## config.mk

```make
export PLATFORM = sky130hd
export DESIGN_NAME = bus_arb_mux
export DESIGN_NICKNAME = d
export VERILOG_FILES = /design/src/rtl/bus_arb_mux.sv
export SDC_FILE = /design/constraint.sdc
export NUM_CORES = 1
export LEC_CHECK = 0
export CAP_MARGIN = 30
export CORE_AREA = 2 2 436 438
export CTS_BUF_LIST = sky130_fd_sc_hd__clkbuf_4 sky130_fd_sc_hd__clkbuf_8
export CTS_CLUSTER_SIZE = 28
export DETAILED_ROUTE_END_ITERATION = 16
export DIE_AREA = 0 0 438 440
export GPL_ROUTABILITY_DRIVEN = 0
export PLACE_DENSITY = 0.3
export SLEW_MARGIN = 15
export SYNTH_ARGS = -nofsm -noshare
export SYNTH_HDL_FRONTEND = slang
export SYNTH_SLANG_ARGS = --single-unit
```

## constraint.sdc

```tcl
create_clock -name clk -period 5.9 [get_ports clk]
set_clock_uncertainty 0.05 [all_clocks]
set_input_delay 1.18 -clock clk [delete_from_list [all_inputs] [get_ports clk]]
set_output_delay 1.18 -clock clk [all_outputs]
set_load 0.02 [all_outputs]
```

## src/rtl/bus_arb_mux.sv

```systemverilog
// rtl/bus_arb_mux.sv - N:1 valid/ready multiplexer with round-robin or fixed-priority arbiter
// and a single registered output stage.
module bus_arb_mux #(
  parameter int WIDTH    = 64,
  parameter int CHANNELS = 16,
  parameter int SEL_W    = $clog2(CHANNELS)
) (
  input  logic                           clk,
  input  logic                           reset,
  input  logic [CHANNELS-1:0][WIDTH-1:0] in_data,
  input  logic [CHANNELS-1:0]            in_valid,
  output logic [CHANNELS-1:0]            in_ready,
  input  logic                           fixed_prio,
  output logic [WIDTH-1:0]               out_data,
  output logic [SEL_W-1:0]               out_sel,
  output logic                           out_valid,
  input  logic                           out_ready
);

  logic [SEL_W-1:0] rr_ptr;
  logic [SEL_W-1:0] rr_win;
  logic [SEL_W-1:0] fp_win;
  logic [SEL_W-1:0] winner;
  logic [SEL_W-1:0] next_ptr;
  logic [SEL_W:0]   cand;
  logic             any_valid;
  logic             load;

  assign any_valid = |in_valid;
  assign load      = !out_valid || out_ready;
  assign winner    = fixed_prio ? fp_win : rr_win;
  assign next_ptr  = (winner == SEL_W'(CHANNELS - 1)) ? '0 : winner + SEL_W'(1);

  // Descending scan so the lowest valid index is the last one written.
  always_comb begin
    fp_win = '0;
    for (int i = CHANNELS - 1; i >= 0; i--) begin
      if (in_valid[i]) fp_win = SEL_W'(i);
    end
  end

  // Offsets from the pointer, wrapped modulo CHANNELS; smallest offset wins.
  always_comb begin
    rr_win = '0;
    cand   = '0;
    for (int k = CHANNELS - 1; k >= 0; k--) begin
      cand = {1'b0, rr_ptr} + (SEL_W + 1)'(k);
      if (cand >= (SEL_W + 1)'(CHANNELS)) cand = cand - (SEL_W + 1)'(CHANNELS);
      if (in_valid[cand[SEL_W-1:0]]) rr_win = cand[SEL_W-1:0];
    end
  end

  always_comb begin
    in_ready = '0;
    for (int i = 0; i < CHANNELS; i++) begin
      in_ready[i] = load && (winner == SEL_W'(i)) && in_valid[i];
    end
  end

  always_ff @(posedge clk) begin
    if (reset) begin
      out_valid <= 1'b0;
      out_data  <= '0;
      out_sel   <= '0;
      rr_ptr    <= '0;
    end else if (load) begin
      out_valid <= any_valid;
      if (any_valid) begin
        out_data <= in_data[winner];
        out_sel  <= winner;
        if (!fixed_prio) rr_ptr <= next_ptr;
      end
    end
  end

endmodule

```

==> results.cfg, run 1 <==
[drt]
drc = 0
drtPass1Iterations = 8
routed_wl_um = 194000
dr.first_iter.drc_count = 2060
drt-vias-per-instance = 4.05
drtAntennaViolNets = 0
vias = 24297
wl_per_cell_um = 32.4

[global_route]
antenna_found_initial = 126
grt_use_met1_pct = 23.9
grtUsageMet2_pct = 32.8
grt_util_all_layers_pct = 19.2
grt_pass1_vias = 23786
grt_pass1_wl_um = 244000
overflow = 0
grt_start_max_net_pins = 117
grtUsageMet3_pct = 4.41
grt-busiest-layer = met2

[floorplan]
rows = 160
die_area_um2 = 193000
start_util_pct = 7.68
die_y_um = 440
ios = 1129
coreArea_um2 = 189000
die_w_um = 438

[timing]
maxSlewHeadroom_pct = 44.3
max_slew.worst_pin.slew_ns = 0.836
finalSetupViolations = 0
period_minus_slack_ns = 5.78
final.setup.tns_ns = 0
hold_ws_ns = 0.429
hold_viol = 0
finalCritPeriodShare_pct = 97.9
timing.fmax_mhz = 173
drv_slew = 0

[clock_network]
clkTransAtPathRegs_ns = 0.13
cts_buffers = 9
clockBufferDepth = 2
clkSinkCount = 73
postCtsHoldBufs = 0
h-tree-depth = 3
tritoncts = yes
insertion_delay_ns = 0.55
clock-root-buffer = clkbuf_8

[setup_path]
crit_family = buffers and inverters
cp.required_ns = 4.67
crit_chain = clkdlybuf4s15_1 > buf_4 > mux4_2 > mux2_2 > nor2_1 > a21o_1 > buf_4 > nand2_1 > a311oi_2 > a2bb2oi_2 > buf_4 > nand2_8 > inv_8 > ha_1 > and2_4 > and3_2 > clkdlybuf4s15_2
crit_path_start_kind = input port
slowest_delay_ns = 0.47
cp_num_buf_inv = 6
crit_arrival_ns = 4.55
rrSetupSlack_ns = 0.32
end_kind = output pin
path_max_fanout = 6
path_class = input port to output pin
cp_slowest_cell = mux4_2
r2r_start = rr_ptr[2]
r2r_end = out_data[29]
ff2ff_path_depth = 16
cp_common_cell = buf_4

[power]
irDropWorstVdd_uv = 154
power_uw = 9530
power_density_nw_per_um2 = 307
power.leakage_uw = 0.0112

[logic_synthesis]
yosys.area.top_type_share_pct = 11.1
yosys_warnings = 0
synth_area_um2 = 14500
synthTopCellsByArea = a21oi_1 (11%), nand2_1 (11%), dfxtp_1 (10%)
synth_ff_type = dfxtp_1
ys_types = 82
syn_avg_cell_area_um2 = 6.47
async_reset_ff_share_pct = 0
synth-seq-cells = 73
synth_area_leader_cell = a21oi_1
synth_edf_count = 0
syn_nets = 3290
ys_seq_area_share_pct = 10.1
synth_cells = 2238

[cells_and_area]
layout.nets = 4503
layout_common_cells = clkdlybuf4s50_1 (1,095), nand2_1 (412), a21oi_1 (319), buf_4 (264), nand3_1 (190)
layout_commonest_cell = clkdlybuf4s50_1
fin_util_pct = 16.5
area_growth_syn_to_layout_pct = 115
drive_gt1_share_pct = 14.3

[hold_path]
hold_depth = 2
hold_end = out_sel[3]
min_path_type = flop to flop
hold_path.startpoint = out_sel[3]

[outcome]
status = completed

[placed_design]
post-dp-hpwl_um = 165000
port_buffers = 1128

[flow_run]
drv_cap = 0
[worst max-delay path by stage]
stage | start | to | slack [ns] | depth (start not counted)
2_1_floorplan | rr_ptr[1] | in_ready[7] | 0.03 | 22
3_3_place_gp | in_valid[13] | in_ready[11] | -0.65 | 15
3_5_place_dp | in_valid[8] | out_data[29] | -0.58 | 17
4_1_cts | rr_ptr[1] | in_ready[5] | 0.01 | 16
5_1_grt | rr_ptr[2] | in_ready[11] | -0.01 | 14
6_report | in_valid[8] | in_ready[7] | 0.12 | 17
[per-stage QoR]
step	cell area, um^2	worst slack, ns	cells
2_1_floorplan	14500	0.0277	2238
3_3_place_gp	30600	-0.646	5947
3_5_place_dp	30600	-0.581	5947
4_1_cts	31000	0.0114	5966
5_1_grt	31000	-0.0115	5983
6_report	31100	0.123	5995
[Yosys cell counts, types with 36 or more instances]
| master | count |
|---|---|
| a211oi_1 | 123 |
| nand3_1 | 191 |
| a21oi_1 | 320 |
| o21ai_1 | 36 |
| nor2_1 | 157 |
| dfxtp_1 | 73 |
| o21ai_0 | 42 |
| a221o_1 | 47 |
| o2111ai_1 | 53 |
| nor4_1 | 52 |
| nand2_1 | 416 |
| mux2_2 | 67 |
| clkbuf_1 | 79 |
| mux2i_1 | 91 |
| buf_2 | 115 |
| o22ai_1 | 59 |
[per-layer routing]
layer	routed length (um)	vias to the layer above
met1	81300	11887
met4	5060	56
met3	13000	264
met2	94200	1130
met5	355	-
li1	-	10960
[power by group]
part | internal, uW | switching (uW) | total [uW]
Combinational | 3160 | 4840 | 8010
Sequential | 673 | 162 | 835
Clock | 294 | 400 | 694
Total | 4130 | 5400 | 9530
[timing repair]
item | 4_1_cts | 5_1_grt
pin swaps | 2 | 3
setup buffers | 3 | 1
endpoints found under the setup margin | 16 | 16
gates resized for setup | 72 | 31
[tightest hold or removal path, stage by stage (launching register included)]
cell,delay [ns]
dfxtp_1,0.34
nand2_1,0.05
a21oi_1,0.05
[registers in the layout, summed over array words and instances, names as in the netlist]
| name | cells |
|---|---|
| out_sel | 4 |
| out_data | 64 |
| out_valid | 1 |
| rr_ptr | 4 |
[cell families after synthesis]
logic type,share of synthesized area (%)
AO/OA/AOI/OAI,36.4
multiplexers,15.8
XOR/XNOR,1.01
flip-flops,10.1
adder cells (fa/ha/maj),0.692
AND/OR/NAND/NOR,27.7
buffers and inverters,8.34
[final cells by class]
type | count | area [um^2]
fillers | 21752 | 158000
repair buffers | 1432 | 14000
flip-flops and latches | 73 | 1460
clock buffers | 10 | 138
clock inverters | 6 | 115
inverters | 16 | 77.6
well taps | 2511 | 3140
diodes | 28 | 70.1
multi-input cells | 1919 | 12000
Power figures use the tool's default switching activity.
==> inputs of run 2 (changes only) <==
--- a/config.mk
+++ b/config.mk
@@ -5,7 +5,8 @@
 export SDC_FILE = /design/constraint.sdc
 export NUM_CORES = 1
 export LEC_CHECK = 0
-export CAP_MARGIN = 30
+export ABC_AREA = 1
+export CAP_MARGIN = 10
 export CORE_AREA = 2 2 436 438
 export CTS_BUF_LIST = sky130_fd_sc_hd__clkbuf_4 sky130_fd_sc_hd__clkbuf_8
 export CTS_CLUSTER_SIZE = 28
==> run 2 against run 1 <==
  * Sequential cell count unchanged
  * Core utilization grew 0.18 points
  * Via count grew 9.6%
  * Combinational power fell by 12%
  * Die area unchanged
  * Wire length shrank 7.1%
  * Sequential power decreased by 20%
  * Sequential share of layout area shrank 0.055 points
  * Cell area rose by 1.1%
  * Count of clock-buffer cells in the layout up 2
  * Critical path depth is 10 higher
  * Power fell by 13%
  * Critical endpoint is now in_ready[2]
  * Highest routed layer unchanged
==> results.cfg, run 2 <==
[outcome]
status = completed

[cells_and_area]
drive_gt1_share_pct = 5.58
largest_reg_flops = 64
layout_commonest_cell = nand2_1
fin_util_pct = 16.7
layout.nets = 5599
top_regs = out_data x64, out_sel x4, rr_ptr x4
fill_cells = 22241
layout_common_cells = nand2_1 (1,840), clkdlybuf4s50_1 (1,108), nand3_1 (782), nor2_1 (272), buf_4 (147)
multi_input_comb_area_um2 = 13000
regMostFlops = out_data
area_growth_syn_to_layout_pct = 98.1
register_area_um2 = 1460

[logic_synthesis]
synthTopCellsByArea = nand2_1 (44%), nand3_1 (25%), dfxtp_1 (9.2%)
ys_seq_area_share_pct = 9.22
synth_xor_area_share_pct = 0.434
async_reset_ff_share_pct = 0
ys_types = 29
synth_area_leader_cell = nand2_1
synth_top_family_by_area = simple AND/OR/NAND/NOR gates
synth_edf_count = 0
yosys_warnings = 0
syn_nets = 4547
synth_fa_ha_area_share_pct = 0.631
synth-seq-cells = 73
synth_cells = 3495
synth_compound_area_share_pct = 4.42
syn_avg_cell_area_um2 = 4.54
synth_common_cells = nand2_1 (1,847), nand3_1 (783), nor2_1 (274)
synth_simple_gate_area_share_pct = 75.9
yosys.area.top_type_share_pct = 43.7
synth_area_um2 = 15900
muxShareOfSynthArea_pct = 0
yosysMostFrequentCell = nand2_1
synth_ff_type = dfxtp_1

[flow_run]
drv_cap = 0

[power]
irDropWorstVdd_uv = 214
p_comb_share_pct = 85.0
pwr-share-seq_pct = 8.1
switching_share_pct = 59.3
power.leakage_uw = 0.0144
clkPwrFrac_pct = 6.9
power.internal_uw = 3390
power_density_nw_per_um2 = 265
p_switching_uw = 4930

[setup_path]
path_max_fanout = 5
crit_path_start = in_valid[7]
r2r_start = rr_ptr[1]
crit_arrival_ns = 4.43
cp_common_cell = nand2_1
cp.required_ns = 4.67
path_class = input port to output pin
crit_path_start_kind = input port
slowest_delay_ns = 0.57
end_kind = output pin
rrSetupSlack_ns = 0.73
cp_slowest_cell = clkdlybuf4s50_1

[clock_network]
clkTransAtPathRegs_ns = 0.09
cts_buffers = 9
postCtsHoldBufs = 0
h-tree-depth = 3
insertion_delay_ns = 0.50
clock-root-buffer = clkbuf_8
clockBufferDepth = 2
tritoncts = yes
clkSinkCount = 73

[drt]
drtPass1Iterations = 5
dr.first_iter.drc_count = 1727
vias = 26624
wl_per_cell_um = 25.4
routed_wl_um = 180000
drt-vias-per-instance = 3.76
drtAntennaViolNets = 0
drc = 0

[timing]
maxSlewHeadroom_pct = 5.33
finalSetupViolations = 0
timing.fmax_mhz = 177
max_slew.worst_pin.slew_ns = 1.42
drv_slew = 0
period_minus_slack_ns = 5.66
hold_viol = 0
hold_ws_ns = 0.466
finalCritPeriodShare_pct = 96.0

[global_route]
grt_start_max_net_pins = 166
grt_pass1_wl_um = 237000
overflow = 0
antenna_found_initial = 64
grt_util_all_layers_pct = 17.9
grt_pass1_vias = 27463

[hold_path]
min_path_type = flop to flop
hold_path.startpoint = out_sel[0]

[floorplan]
die_y_um = 440
ios = 1129
die_area_um2 = 193000
die_w_um = 438
start_util_pct = 8.41
rows = 160
coreArea_um2 = 189000

[placed_design]
post-dp-hpwl_um = 150000
port_buffers = 1128
-- run 2: changes by cell type after synthesis, moves of 91 or more --
cell,change
nand2_1,+1431
a211oi_1,-123
a21oi_1,-275
mux2i_1,-91
nand3_1,+592
nor2_1,+117
-- run 2: path summary, 6_finish.rpt --
check,endpoint,cells past startpoint
min reg2reg,out_sel[0],2
min,out_sel[0],2
max,in_ready[2],27
max reg2reg,out_data[26],35
-- run 2: power by group through the flow --
stage | Sequential (uW) | Clock [uW] | Combinational [uW]
2_1_floorplan | 799 | 0 | 3310
3_3_place_gp | 682 | 0 | 7350
3_5_place_dp | 684 | 0 | 7300
4_1_cts | 675 | 633 | 7320
5_1_grt | 688 | 638 | 7830
6_report | 672 | 575 | 7070
-- run 2: layout make-up --
cell class	count	share of cell area, %
multi-input cells	3080	41.4
clock inverters	4	0.235
repair buffers	1319	42.1
diodes	26	0.207
clock buffers	12	0.506
well taps	2511	10.0
inverters	64	0.824
flip-flops and latches	73	4.66
-- run 2: timing repair --
action                                  4_1_cts  5_1_grt
endpoints found under the setup margin       16       19
pin swaps                                     0        1
gates resized for setup                      19       56
setup buffers                                 0        1
-- run 2: per-layer routing --
layer | part of all wire [%] | up-vias | track usage (%)
met5 | 0.15 | - | 0
met4 | 1.9 | 42 | 4.66
met3 | 5.4 | 106 | 3.97
met2 | 54 | 756 | 34.2
met1 | 39 | 12447 | 19.7
li1 | - | 13273 | -
-- run 2: cell families after synthesis --
| kind of cell | count (synthesis) |
|---|---|
| compound gates | 135 |
| buf+inv | 342 |
| flops | 73 |
| fa+ha+maj | 8 |
| xor+xnor | 7 |
| simple gates | 2930 |
-- run 2: critical path: cells and delay by family --
| kind | cells | cell delay [ns] |
|---|---|---|
| buf+inv | 7 | 1.41 |
| simple gates | 18 | 1.70 |
| compound gates | 2 | 0.12 |
-- run 2: through the flow --
stage / setup slack [ns] / std cells / power, uW / setup TNS (ns) / cell area [um^2]
2_1_floorplan: 0.528 / 3495 / 4110 / 0 / 15900
3_3_place_gp: -0.403 / 7046 / 8030 / -9.05 / 31100
3_5_place_dp: -0.312 / 7046 / 7990 / -4.57 / 31100
4_1_cts: 0.0107 / 7062 / 8630 / 0 / 31300
5_1_grt: -0.00698 / 7083 / 9150 / -0.0146 / 31400
6_report: 0.237 / 7089 / 8320 / 0 / 31400
